## src/rtl/speed_plant.sv

```systemverilog
// speed_plant: vehicle-side speed integrator closing the cruise-control loop.
// Turns brake/throttle commands into a saturating speed value on a divided tick.
//
// Ports:
//   clock       system clock, rising edge
//   reset       synchronous, active-high reset
//   tormoz      brake command
//   pashesh     throttle level 0..7
//   load        one-cycle strobe forcing vfeli to load_speed
//   load_speed  speed value used by load
//   vfeli       current vehicle speed (registered)
//   state       mode STOP=0 ACCEL=1 COAST=2 BRAKE=3 (registered)
//   sat         last update's acceleration was clamped at MAX_SPEED
//   tick        registered pulse, high the cycle after each update
//
// Optional build macro: SPEED_PLANT_ABS_EN
//   defined   -> ramped braking, step 1 then 2 then BRAKE_STEP
//   undefined -> every brake update removes BRAKE_STEP

module speed_plant #(
    parameter int WIDTH       = 8,
    parameter int TICK_DIV    = 4,
    parameter int DRAG_PERIOD = 8,
    parameter int MAX_SPEED   = 255,
    parameter int BRAKE_STEP  = 4
) (
    input  logic             clock,
    input  logic             reset,
    input  logic             tormoz,
    input  logic [2:0]       pashesh,
    input  logic             load,
    input  logic [WIDTH-1:0] load_speed,
    output logic [WIDTH-1:0] vfeli,
    output logic [1:0]       state,
    output logic             sat,
    output logic             tick
);

    localparam int TW = $clog2(TICK_DIV);
    localparam int DW = $clog2(DRAG_PERIOD + 1);

    localparam logic [TW-1:0]  TICK_LAST = TW'(TICK_DIV - 1);
    localparam logic [DW-1:0]  DRAG_LAST = DW'(DRAG_PERIOD - 1);
    localparam logic [WIDTH:0] MAX_W1    = (WIDTH+1)'(MAX_SPEED);
    localparam logic [WIDTH-1:0] MAX_W   = WIDTH'(MAX_SPEED);

    typedef enum logic [1:0] {
        STOP  = 2'd0,
        ACCEL = 2'd1,
        COAST = 2'd2,
        BRAKE = 2'd3
    } mode_t;

    mode_t            mode;
    mode_t            mode_q;
    logic [TW-1:0]    tick_cnt;
    logic [DW-1:0]    drag_cnt;
    logic             upd;

    logic [WIDTH:0]   sum;
    logic             accel_clamp;
    logic [WIDTH-1:0] accel_v;
    logic [WIDTH-1:0] brake_step;
    logic [WIDTH-1:0] brake_v;
    logic             drag_hit;
    logic [WIDTH-1:0] coast_v;
    logic [WIDTH-1:0] load_v;

`ifdef SPEED_PLANT_ABS_EN
    logic [1:0]       brake_run;
`endif

    assign state = mode_q;
    assign upd   = (tick_cnt == TICK_LAST);

    // Mode priority: brake, throttle, standstill, coast.
    always_comb begin
        mode = COAST;
        if (tormoz)
            mode = BRAKE;
        else if (pashesh != 3'd0)
            mode = ACCEL;
        else if (vfeli == '0)
            mode = STOP;
    end

    // Acceleration is done one bit wider so the clamp sees true overflow.
    always_comb begin
        sum         = {1'b0, vfeli} + (WIDTH+1)'(pashesh);
        accel_clamp = (sum > MAX_W1);
        accel_v     = accel_clamp ? MAX_W : sum[WIDTH-1:0];
    end

`ifdef SPEED_PLANT_ABS_EN
    always_comb begin
        case (brake_run)
            2'd0:    brake_step = WIDTH'(1);
            2'd1:    brake_step = WIDTH'(2);
            default: brake_step = WIDTH'(BRAKE_STEP);
        endcase
    end
`else
    assign brake_step = WIDTH'(BRAKE_STEP);
`endif

    always_comb begin
        brake_v  = (vfeli > brake_step) ? (vfeli - brake_step) : '0;
        drag_hit = (drag_cnt == DRAG_LAST);
        coast_v  = (drag_hit && vfeli != '0) ? (vfeli - WIDTH'(1)) : vfeli;
        load_v   = (load_speed > MAX_W) ? MAX_W : load_speed;
    end

    always_ff @(posedge clock) begin
        if (reset) begin
            vfeli     <= '0;
            mode_q    <= STOP;
            sat       <= 1'b0;
            tick      <= 1'b0;
            tick_cnt  <= '0;
            drag_cnt  <= '0;
`ifdef SPEED_PLANT_ABS_EN
            brake_run <= 2'd0;
`endif
        end else begin
            mode_q <= mode;
            tick   <= 1'b0;
            if (load) begin
                // A coincident update is dropped entirely.
                vfeli     <= load_v;
                tick_cnt  <= '0;
                drag_cnt  <= '0;
                sat       <= 1'b0;
`ifdef SPEED_PLANT_ABS_EN
                brake_run <= 2'd0;
`endif
            end else begin
                tick_cnt <= upd ? '0 : tick_cnt + TW'(1);
                if (upd) begin
                    tick <= 1'b1;
                    case (mode)
                        BRAKE: begin
                            vfeli    <= brake_v;
                            sat      <= 1'b0;
                            drag_cnt <= '0;
`ifdef SPEED_PLANT_ABS_EN
                            if (brake_run != 2'd2)
                                brake_run <= brake_run + 2'd1;
`endif
                        end
                        ACCEL: begin
                            vfeli    <= accel_v;
                            sat      <= accel_clamp;
                            drag_cnt <= '0;
`ifdef SPEED_PLANT_ABS_EN
                            brake_run <= 2'd0;
`endif
                        end
                        COAST: begin
                            vfeli    <= coast_v;
                            sat      <= 1'b0;
                            drag_cnt <= drag_hit ? '0 : drag_cnt + DW'(1);
`ifdef SPEED_PLANT_ABS_EN
                            brake_run <= 2'd0;
`endif
                        end
                        STOP: begin
                            vfeli    <= vfeli;
                            sat      <= 1'b0;
                            drag_cnt <= '0;
`ifdef SPEED_PLANT_ABS_EN
                            brake_run <= 2'd0;
`endif
                        end
                    endcase
                end
            end
        end
    end

endmodule

```

## config.mk

```make
export PLATFORM = sky130hd
export DESIGN_NAME = speed_plant
export DESIGN_NICKNAME = d
export VERILOG_FILES = /design/src/rtl/speed_plant.sv
export SDC_FILE = /design/constraint.sdc
export NUM_CORES = 1
export LEC_CHECK = 0
export CAP_MARGIN = 30
export CORE_ASPECT_RATIO = 1.2
export CORE_MARGIN = 2
export CORE_UTILIZATION = 47
export DETAILED_ROUTE_END_ITERATION = 12
export GPL_ROUTABILITY_DRIVEN = 0
export PLACE_DENSITY = 0.75
export SYNTH_ARGS = -nofsm -noshare
export SYNTH_HDL_FRONTEND = slang
export SYNTH_SLANG_ARGS = --single-unit
```

## constraint.sdc

```tcl
create_clock -name clock -period 1.9 [get_ports clock]
set_input_delay 0.38 -clock clock [delete_from_list [all_inputs] [get_ports clock]]
set_output_delay 0.38 -clock clock [all_outputs]
set_load 0.02 [all_outputs]
```

==> results.md <==
Worst setup path:
- The data required time at the worst endpoint is 2150 ps.
- The startpoint of the lowest-slack register-to-register path is vfeli[0].
- In this run the critical register-to-register path is captured at vfeli[0].
- Measured in cells, the most critical reg-to-reg path has a length of 10.
- The worst reg-to-reg setup slack is -150 ps.
- STA classifies the critical path endpoint as a flip-flop.
- The arrival time of the worst setup path is around 2300 ps.
- Of all nets on the critical path, the largest fanout is 4.
- The critical path in this run is classified as reg2reg.
- Tracing the worst setup path back leads to its startpoint at vfeli[0].
- The launching element type of the critical path is a flip-flop.

Layout:
- After routing the design area is 2310 um2.
- At the end of the flow the core is filled with cells to approximately three quarters.
- The filler cell count in the final layout is 199.
- The number of antenna diodes in the final layout is 0.
- The top cell types in the final layout, fill and taps aside, are buf_4, clkdlybuf4s50_1, dfxtp_1, nor3_1, nor2_1.
- At the end of the flow, the number of nets in the layout was ~270.
- The fraction of layout instances using a drive strength above 1 is just over 40%.
- The commonest non-fill, non-tap cell in the layout is buf_4.
- The area added between synthesis and finish is 53.5%.

Clocking:
- The buffer cell driving the clock tree root is clkbuf_4.
- The buffer depth of the longest clock path is 2.
- The clock drives 18 sinks.
- The H-tree depth is 1.
- Clock-pin slew was measured on the worst setup and hold paths at between 100 and 150 ps.
- The insertion delay to the later sink of the worst-skew pair is approximately 310 ps.
- TritonCTS built the clock tree.
- The clock buffer count from CTS is 3.
- The number of hold buffers added after cts is 0.

Run status:
- The final reports fail on setup timing.
- The flow ran to the end, but the final reports show violations.

Floorplanning:
- The area enclosed by the die boundary is between 3000 and 4000 um2.
- For this configuration, the core starts out at a cell density of 49.2%.
- The number of top-level pins is 27.
- The die height is 65.9 um.
- The width of the die is 55.6 um.
- The core region is 3060 um2.
- The number of rows created at floorplan is 22.

Place:
- The HPWL after detailed placement is 3.42 mm.
- The post-detailed-placement cell area is 2060 um2.
- The total of buffers placed on input and output ports is 26.

Timing:
- In the finished design, the share of the clock period the worst path needs comes to 108%.
- The maximum clock skew at final layout is between 4 and 5 ps.
- The clock period minus final worst setup slack is 2050 ps.
- At the pin with the least slew margin, the transition time is 399 ps.
- The max-slew violation count came to 0.
- Setup repair after global routing could not meet its margin everywhere.
- Setup violations remaining at the end of the flow were counted as 9.
- The headroom to the max-slew limit is 73.3%.
- Once routing completed, OpenROAD measured the worst setup slack at -152 ps.
- Derived from the worst setup path, the maximum achievable clock frequency is around 0.49 GHz.
- The final-report hold violation count is 0.

Logic synthesis:
- A synthesized cell averages between 8 and 9 um2.
- In this run, synthesis inferred 0 flip-flops with an integrated enable.
- The post-synthesis sequential area ratio is 24.0%.
- The number of library cell types mapped by synthesis is 51.
- The synthesized cell area is around 1500 um2.
- In the synthesized netlist, the number of instances is 180.
- The prevailing post-synth register cell is dfxtp_1.
- For this run, the number of Yosys warnings is 0.
- The fraction of registers with async set/reset is 0%.
- After synthesis the netlist holds a flip-flop and latch count of 18.
- When the netlist entered floorplanning its net count stood at slightly above 200.

Global route:
- The pin count of the biggest net entering global routing is 20.
- The global-route congestion overflow total is 0.
- The first-pass GRT wire length is 7.98 mm.
- Across every metal layer, demand over resource in global routing totals between 20 and 30%.
- The initial antenna violation count is 0.
- The number of global-route vias before repair is about 1.7k.

Hold path:
- The number of cells on the worst hold path is 1.
- The classification of the worst-slack hold path is reg2reg.
- The worst hold path terminates at tick_cnt[0].
- The hold path startpoint is tick_cnt[0].

Routing:
- In the routed design, unresolved DRC markers number 0.
- For this block, the via count after detailed routing is 1730.
- The met3 wire length is 270 um.
- Summed over all layers, the routed wires come to roughly 5.1 mm.
- The DRC violation total after the first TritonRoute iteration is ~140.
- For this block, wires on met1 add up to 1.99 mm.
- Dividing the detail-routed wire length by the instance count gives 18.2 um.
- The number of nets with antenna violations after detailed routing is 0.
- The detailed-route vias per instance is 6.16.
- The detailed-router iteration count before antenna repair is 4.
- The uppermost signal routing layer after detailed routing is met4.
- The detailed route wirelength on metal2 is 2.64 mm.

Flow run:
- Across the run, the number of max-cap violations was 0.

Power:
- The maximum vdd drop is approximately 0.00039 V.
- The static leakage is about 0.94 nW.
- In this run the power density over the cells is 515 nW/um2.
-- kinds of logic (layout without fill, tap and decap cells) --
kind of cell | Yosys count | in the layout | share of synthesized area, %
multiplexers | 5 | 5 | 3.41
AND/OR/NAND/NOR | 65 | 65 | 25.1
XOR/XNOR | 4 | 4 | 2.33
adder cells (fa/ha/maj) | 10 | 10 | 8.83
AO/OA/AOI/OAI | 55 | 55 | 29.0
buffers and inverters | 23 | 88 | 7.33
flip-flops | 18 | 18 | 24.0
-- area by class of cell --
| cell class | count | area [um2] | share of cell area [%] |
|---|---|---|---|
| clock buffers | 4 | 36.3 | 1.57 |
| inverters | 11 | 41.3 | 1.79 |
| multi-input cells | 139 | 1190 | 51.6 |
| flip-flops and latches | 18 | 369 | 16.0 |
| well taps | 36 | 45.0 | 1.95 |
| repair buffers | 73 | 626 | 27.1 |
-- where the power goes --
part | internal (mW) | total (mW) | switching, mW | leakage [nW]
Sequential | 0.395 | 0.411 | 0.0155 | 0.150
Combinational | 0.251 | 0.525 | 0.273 | 0.765
Clock | 0.117 | 0.252 | 0.135 | 0.0210
Total | 0.764 | 1.19 | 0.424 | 0.936
-- what timing repair did --
action | CTS | global route
hold endpoints to repair | 0 | 0
endpoints found under the setup margin | 13 | 11
setup buffers | 2 | 7
resized for setup | 31 | 18
pin swaps | 13 | 17
-- cells in the mapped netlist (3+ instances only) --
library cell,instances,area share [%]
nor4_1,3,1.2
dfxtp_1,18,24
inv_1,11,2.7
a2111oi_2,4,4.0
ha_1,9,7.5
nor3_1,12,4.0
nor2_1,12,3.0
and3_1,3,1.2
clkbuf_1,7,1.7
nor2b_1,6,2.5
a31oi_1,5,2.1
nand2b_1,4,1.7
a21oi_1,11,3.7
nand3_1,4,1.3
o21ai_1,5,1.7
o21a_1,3,1.5
nand2_1,7,1.7
buf_6,3,2.2
mux2i_1,4,2.7
o21ai_0,8,2.7
-- registers in the layout, summed over array words and instances (netlist names) --
| name | flops |
|---|---|
| vfeli | 8 |
| drag_cnt | 4 |
| state | 2 |
| tick_cnt | 2 |
| sat | 1 |
| tick | 1 |
-- layer usage --
layer	track usage (%)	vias to the layer above
li1	-	805
met1	33.2	830
met2	48.7	73
met3	3.13	22
met4	16.2	0
met5	0	-
-- how the worst max path moves through the flow --
| stage | endpoint | cells past startpoint |
|---|---|---|
| after floorplan | vfeli[6] | 9 |
| after global routing | vfeli[0] | 10 |
| after CTS | vfeli[6] | 9 |
| after global placement | vfeli[2] | 9 |
| after detailed placement | vfeli[1] | 9 |
| final | vfeli[0] | 10 |
-- worst max-delay path, stage by stage, from the launching register on --
cell and delay [ps]:
dfxtp_4 380, ha_4 130, inv_2 30, fa_2 360, nor2b_4 180, buf_4 140, o2111ai_4 140, nand2b_1 150
a221oi_2 70, a211o_1 260, a21oi_1 140
-- metrics by stage --
| step | hold slack [ps] | power, mW | setup TNS (ps) | instances | setup slack (ps) |
|---|---|---|---|---|---|
| floorplan | 404 | 0.669 | -97.0 | 180 | -52.0 |
| global placement | 413 | 0.842 | -6220 | 268 | -583 |
| detailed placement | 433 | 0.854 | -6670 | 268 | -667 |
| CTS | 448 | 1.13 | -280 | 274 | -117 |
| global route | 462 | 1.24 | -1440 | 281 | -233 |
| finish | 443 | 1.19 | -620 | 281 | -152 |
Power figures use the tool's default switching activity.
